File: config.mk
export PLATFORM = sky130hd
export DESIGN_NAME = alu_exec_pipe
export DESIGN_NICKNAME = d
export VERILOG_FILES = /design/src/rtl/alu_exec_pipe.sv
export SDC_FILE = /design/constraint.sdc
export NUM_CORES = 1
export LEC_CHECK = 0
export CAP_MARGIN = 20
export CORE_ASPECT_RATIO = 0.75
export CORE_UTILIZATION = 45
export CTS_CLUSTER_SIZE = 20
export DETAILED_ROUTE_END_ITERATION = 7
export DONT_BUFFER_PORTS = 1
export PLACE_DENSITY_LB_ADDON = 0.3
export SLEW_MARGIN = 20
export SYNTH_ARGS = -nofsm -noshare
export SYNTH_HDL_FRONTEND = slang
export SYNTH_SLANG_ARGS = --single-unit
export TNS_END_PERCENT = 100
File: constraint.sdc
create_clock -name clk -period 8.85 [get_ports clk]
set_input_delay 0.885 -clock clk [delete_from_list [all_inputs] [get_ports clk]]
set_output_delay 0.885 -clock clk [all_outputs]
set_load 0.02 [all_outputs]
File: src/rtl/alu_exec_pipe.sv
// Two-stage ALU execution pipeline with valid/ready on both sides.
// S1 holds the accepted operation, S2 holds the computed result and drives out_*.
module alu_exec_pipe #(
  parameter int XLEN = 32
) (
  input  logic            clk,
  input  logic            rst_n,
  input  logic            in_valid,
  output logic            in_ready,
  input  logic [3:0]      in_ctrl,
  input  logic [XLEN-1:0] in_a,
  input  logic [XLEN-1:0] in_b,
  output logic            out_valid,
  input  logic            out_ready,
  output logic [XLEN-1:0] out_result,
  output logic            out_zero,
  output logic            out_illegal
);

  localparam logic [3:0] CTRL_AND = 4'b0000;
  localparam logic [3:0] CTRL_OR  = 4'b0001;
  localparam logic [3:0] CTRL_ADD = 4'b0010;
  localparam logic [3:0] CTRL_SUB = 4'b0110;
  localparam logic [3:0] CTRL_SLT = 4'b0111;
  localparam logic [3:0] CTRL_NOR = 4'b1100;

  function automatic logic ctrl_is_illegal(input logic [3:0] ctrl);
    logic ill;
    case (ctrl)
      CTRL_AND, CTRL_OR, CTRL_ADD, CTRL_SUB, CTRL_SLT, CTRL_NOR: ill = 1'b0;
      default:                                                   ill = 1'b1;
    endcase
    return ill;
  endfunction

  function automatic logic [XLEN-1:0] alu_compute(input logic [3:0] ctrl,
                                                  input logic [XLEN-1:0] a,
                                                  input logic [XLEN-1:0] b);
    logic [XLEN-1:0] res;
    case (ctrl)
      CTRL_AND: res = a & b;
      CTRL_OR:  res = a | b;
      CTRL_ADD: res = a + b;
      CTRL_SUB: res = a - b;
      CTRL_SLT: res = {{(XLEN-1){1'b0}}, ($signed(a) < $signed(b))};
      CTRL_NOR: res = ~(a | b);
      default:  res = {XLEN{1'b0}};
    endcase
    return res;
  endfunction

  logic            s1_valid_r;
  logic [3:0]      s1_ctrl_r;
  logic [XLEN-1:0] s1_a_r;
  logic [XLEN-1:0] s1_b_r;
  logic            s1_illegal_r;

  logic            s2_valid_r;
  logic [XLEN-1:0] s2_result_r;
  logic            s2_zero_r;
  logic            s2_illegal_r;

  logic            s2_free_s;
  logic            s1_adv_s;
  logic            in_xfer_s;
  logic [XLEN-1:0] s1_result_s;

  // Handshake and advance decisions; in_ready looks through to out_ready by one level only.
  always_comb begin
    s2_free_s   = !s2_valid_r || out_ready;
    s1_adv_s    = s1_valid_r && s2_free_s;
    in_ready    = !s1_valid_r || s2_free_s;
    in_xfer_s   = in_valid && in_ready;
    if (s1_illegal_r) begin
      s1_result_s = {XLEN{1'b0}};
    end else begin
      s1_result_s = alu_compute(s1_ctrl_r, s1_a_r, s1_b_r);
    end
  end

  // Stage 1: capture the operation and its legality on an input transfer.
  always_ff @(posedge clk or negedge rst_n) begin
    if (!rst_n) begin
      s1_valid_r   <= 1'b0;
      s1_ctrl_r    <= 4'b0000;
      s1_a_r       <= {XLEN{1'b0}};
      s1_b_r       <= {XLEN{1'b0}};
      s1_illegal_r <= 1'b0;
    end else begin
      if (in_xfer_s) begin
        s1_valid_r   <= 1'b1;
        s1_ctrl_r    <= in_ctrl;
        s1_a_r       <= in_a;
        s1_b_r       <= in_b;
        s1_illegal_r <= ctrl_is_illegal(in_ctrl);
      end else if (s1_adv_s) begin
        s1_valid_r <= 1'b0;
      end
    end
  end

  // Stage 2: output register; holds while downstream stalls.
  always_ff @(posedge clk or negedge rst_n) begin
    if (!rst_n) begin
      s2_valid_r   <= 1'b0;
      s2_result_r  <= {XLEN{1'b0}};
      s2_zero_r    <= 1'b0;
      s2_illegal_r <= 1'b0;
    end else begin
      if (s1_adv_s) begin
        s2_valid_r   <= 1'b1;
        s2_result_r  <= s1_result_s;
        s2_zero_r    <= (s1_result_s == {XLEN{1'b0}});
        s2_illegal_r <= s1_illegal_r;
      end else if (out_ready) begin
        s2_valid_r <= 1'b0;
      end
    end
  end

  assign out_valid   = s2_valid_r;
  assign out_result  = s2_result_r;
  assign out_zero    = s2_zero_r;
  assign out_illegal = s2_illegal_r;

endmodule

[Yosys cells after proc, flatten, opt, wreduce, memory -nomap -nowiden]
Cells that the tools add are included.
Storage, ports and cells
  bits in registers: 105
  input bits: 72
  output and inout port bits: 36
  word-level logic and storage cells: 44
Cells by class
  add/subtract/negate cells: 2
  order comparisons: 1
  equality and inequality tests: 10
  multiplexer cells: 7
  bitwise logic cells: 3
  reduce and logical (&&, ||, !) cells: 12
Operator list (count)
  $pmux W32 S6: 1
  $add A32 B32 Y32: 1
  $and A32 B32 Y32: 1
  $logic_not A32 Y1: 1
  $lt A32 B32 Y1: 1
  $mux W32: 1
  $not A32 Y32: 1
  $or A32 B32 Y32: 1
  $sub A32 B32 Y32: 1
  $eq A4 B3 Y1 const B: 4
  $eq A4 B1 Y1 const B: 2
  $eq A4 B2 Y1 const B: 2
  $eq A4 B4 Y1 const B: 2
  $logic_not A4 Y1: 2
  $reduce_or A6 Y1: 1
  $mux W1: 5
  $reduce_bool A2 Y1: 2
  $logic_and A1 B1 Y1: 2
  $logic_not A1 Y1: 2
  $logic_or A1 B1 Y1: 2

[Longest topological paths before layout]
  depth in word-level cells: 5
  depth in mapped cells: 15
  depth with buffers taken out: 15

[Worst setup path after synthesis]
No wires, ideal clock.
  kind: reg-to-reg
  from: reg s1_a_r[1]
  to: reg s2_zero_r (netlist: out_zero)
  setup time: 76 ps
  arrival time: 3194 ps
  data required time: 8774 ps
  slack: 5580 ps
  cell stages (with the launch flop): 14
  buffers on the path: 0
  period minus slack after synthesis: 3270 ps
  cells stage by stage: dfrtp_1 inv_1 ha_1 o21ba_2 or4_4 a2111oi_4 nor3_2 a221o_1 a21oi_2 a41oi_1 nor4_2 o2111a_1 nand4bb_1 o21ai_1
On the way
  cells in the longest elaborated chain, start to end: 5
  elaborated cells between the ends (all ways): 9
  those cells by class: add/sub: 2; order compare: 1; mux: 2; bitwise: 3; reduce/logical: 1
Ends and longest elaborated chain
  from (decl): RTL line 54  | logic [XLEN-1:0] s1_a_r;
  from (signal assigned): RTL line 86  | s1_a_r <= {XLEN{1'b0}};
  from (signal assigned): RTL line 93  | s1_a_r <= in_a;
  parallel branches: the longest is 2 deep, another holds $sub A32 B32 Y32
  $pmux W32 S6 *: RTL line 40  | case (ctrl)
  $mux W32 *: RTL line 74  | if (s1_illegal_r) begin
  $logic_not A32 Y1 *: RTL line 113  | s2_zero_r <= (s1_result_s == {XLEN{1'b0}});
  to (signal assigned): RTL line 113
  to (decl): RTL line 60  | logic s2_zero_r;
Mark *: on every way between the ends.
A chain may end at the register's enable or synchronous reset.

[Final worst setup path]
  from: reg s1_a_r[4]
  to: reg s2_zero_r (netlist: out_zero)
The elaborated chain is that of the path after synthesis.

==> impl_metrics.py <==
metrics = {
    "synth": {
        "synth.distinct_cells": 83,
        "synth.yosys.warnings": 0,
        "synthCells": 1093,
        "syn_area_um2": 9493,
        "syn_nets": 1267,
        "postSynthAreaPerCell_um2": 8.685,
        "synthArstFlopShare_pct": 100.0,
        "synthTopCellsByArea": "dfrtp_1 (28%), ha_1 (13%), mux2_2 (9.4%)",
        "synth-seq-cells": 105,
        "ys_seq_area_share_pct": 27.68,
        "yosysTopAreaCellShare_pct": 27.68,
        "synth_edf_count": 0,
        "yosysTopAreaCell": "dfrtp_1",
        "synth_ff_type": "dfrtp_1",
    },
    "timing": {
        "setup_viol": 0,
        "worstMarginPinSlew_ns": 0.9500,
        "fin_setup_tns_ns": 0,
        "worst_slack_ns": 4.797,
        "slew_headroom_pct": 36.67,
        "fin_crit_ns": 4.053,
        "max_freq_mhz": 246.7,
        "rsz0062_at_grt": "no",
        "min_period_over_period_pct": 45.80,
        "finalHoldViolCount": 0,
        "hold_ws_ns": 0.1893,
        "finalClockSkew_ns": 0.01762,
        "slew_violations": 0,
    },
    "setup_path": {
        "rr_worst_depth": 13,
        "r2r_start": "s1_a_r[4]$_DFFE_PN0P_",
        "crit_required_ns": 9.16,
        "end_kind": "flip-flop",
        "cp_max_fo": 8,
        "r2r_slack_ns": 4.80,
        "cp.arrival_ns": 4.36,
        "cp-start-kind": "flip-flop",
        "critPathKind": "reg -> reg",
        "r2r-end": "out_zero$_DFFE_PN0P_",
    },
    "drt": {
        "drtPass1Iterations": 5,
        "finalWirelength_mm": 28.47,
        "drc": 0,
        "ant_nets": 0,
        "drt_iter0_drc": 839,
        "vias_per_cell": 6.267,
        "vias": 8354,
        "wl_per_cell_um": 21.36,
    },
    "power_and_ir_drop": {
        "p_clk_share_pct": 19.0,
        "power_frac_seq_pct": 30.5,
        "sw_frac_of_total_pct": 46.08,
        "power.internal_mw": 1.154,
        "power_per_cell_area_nw_per_um2": 215.0,
        "finalPower_mw": 2.141,
        "comb_power_share_pct": 50.5,
        "power_switching_mw": 0.9867,
        "p_leak_nw": 4.434,
        "vdd_drop_max_uv": 123.3,
    },
    "clock_tree": {
        "clock_sinks": 105,
        "cts_buffers": 9,
        "cts_tree": "done",
        "clkTransAtPathRegs_ns": 0.09,
        "insertion_delay_ns": 0.38,
        "post_cts_buffers": 0,
        "cts_buffer_depth": 2,
        "cts_root_buffer": "clkbuf_16",
        "cts_resized": 0,
        "htreeDepth": 3,
        "hold_buffers": 0,
    },
    "global_route": {
        "grt_usage_pct": 26.84,
        "grt_overflow": 0,
        "grt_pass1_wl_mm": 44.98,
        "first_global_vias": 7899,
        "grt_antenna_before_repair": 0,
        "grt_max_degree": 106,
    },
    "cells_and_area": {
        "fillCellCount": 1989,
        "final_cell_mix": "dfrtp_1 (105), ha_1 (100), inv_1 (93)",
        "stdcell_area_um2": 9961,
        "drive_gt1_share_pct": 12.65,
        "post-route-util_pct": 48.74,
        "layoutNonFillerInstCount": 1333,
        "antenna_cells": 0,
        "final_common_cell": "dfrtp_1",
        "synthToLayoutAreaGrowth_pct": 4.929,
        "nets": 1220,
    },
    "place": {
        "pre_cts_slack_ns": 4.875,
        "globalplace.congestion": 0.9600,
        "port_buffers": 0,
        "dpl.hpwl_mm": 21.50,
        "place_inst": 1317,
        "place_area_um2": 9664,
    },
    "floorplanning": {
        "start_util_pct": 46.45,
        "num_io_pins": 108,
        "row_count": 45,
        "die_w_um": 169.7,
        "die_h_um": 127.8,
        "core-area_um2": 20440,
        "die-area_um2": 21690,
    },
    "worst_hold_path": {
        "hold_class": "in -> async",
    },
    "job": {
        "maxCapViolations": 0,
    },
    "run_status": {
        "status": "finished, final reports clean",
    },
}
## power by group through the flow
stage,clock (mW),combinational (mW),sequential [mW]
after floorplan,0,0.808,0.628
after global placement,0,1.05,0.658
after detailed placement,0,1.05,0.663
after CTS,0.418,1.05,0.653
after global routing,0.434,1.18,0.668
final,0.406,1.08,0.654
## final cells by class
class | count | area (um^2) | share of cell area, %
Multi-Input combinational cell | 830 | 6286 | 63.11
Sequential cell | 105 | 2628 | 26.38
Tap cell | 282 | 352.8 | 3.542
Inverter | 93 | 349.1 | 3.505
Clock buffer | 10 | 239.0 | 2.399
Clock inverter | 6 | 53.80 | 0.5401
Timing Repair Buffer | 7 | 52.55 | 0.5276
## worst max-delay path by stage
| stage | start | endpoint | slack [ns] | cells past startpoint |
|---|---|---|---|---|
| CTS | s1_a_r[6]$_DFFE_PN0P_ | out_zero$_DFFE_PN0P_ | 4.83 | 12 |
| detailed placement | s1_a_r[6]$_DFFE_PN0P_ | out_zero$_DFFE_PN0P_ | 4.87 | 12 |
| global route | s1_a_r[4]$_DFFE_PN0P_ | out_zero$_DFFE_PN0P_ | 4.51 | 13 |
| finish | s1_a_r[4]$_DFFE_PN0P_ | out_zero$_DFFE_PN0P_ | 4.80 | 13 |
| floorplan | s1_a_r[1]$_DFFE_PN0P_ | out_zero$_DFFE_PN0P_ | 5.58 | 13 |
| global placement | s1_a_r[6]$_DFFE_PN0P_ | out_zero$_DFFE_PN0P_ | 4.87 | 12 |
## critical path, stage by stage (launching register included)
cell and delay (ns):
dfrtp_1 0.40, inv_1 0.06, ha_1 0.44, o211ai_1 0.17, o211ai_1 0.58, a21oi_1 0.19, o21ai_0 0.72, a21boi_0 0.29
xnor2_1 0.20, a211oi_2 0.28, a41oi_1 0.16, a2111oi_2 0.25, nand4bb_1 0.13, o21ai_1 0.13
## layer usage
metal	part of all wire [%]	global-route usage, %
met4	1.6	6.889
met1	49	40.01
met2	40	37.54
met5	0	0
met3	10	7.348
## sequential cells by signal (all words and copies together) (netlist names)
name and count:
s1_valid_r 1, out_valid 1, s1_a_r 32, out_zero 1, s1_ctrl_r 4, s1_b_r 32, out_result 32, out_illegal 1
s1_illegal_r 1
## cell usage after synthesis, types with 13 or more instances
master and count:
nor2_1 81, o211ai_1 18, dfrtp_1 105, a221o_1 16, mux2_2 79, nor2b_1 17
o21ai_0 53, xnor2_1 13, o31ai_1 14, a21o_1 17, a21oi_1 75, clkbuf_1 43
a211oi_1 16, nor3_1 23, nand3_1 17, ha_1 100, buf_1 13, nand2_1 74
inv_1 93, a221oi_1 21
## logic make-up after synthesis
logic type,share of synthesized area (%)
compound gates,26.10
buf+inv,6.432
fa+ha+maj,13.60
xor+xnor,1.476
flops,27.68
mux,9.793
simple gates,14.92
Note: power is estimated with default switching activity, not from simulation.
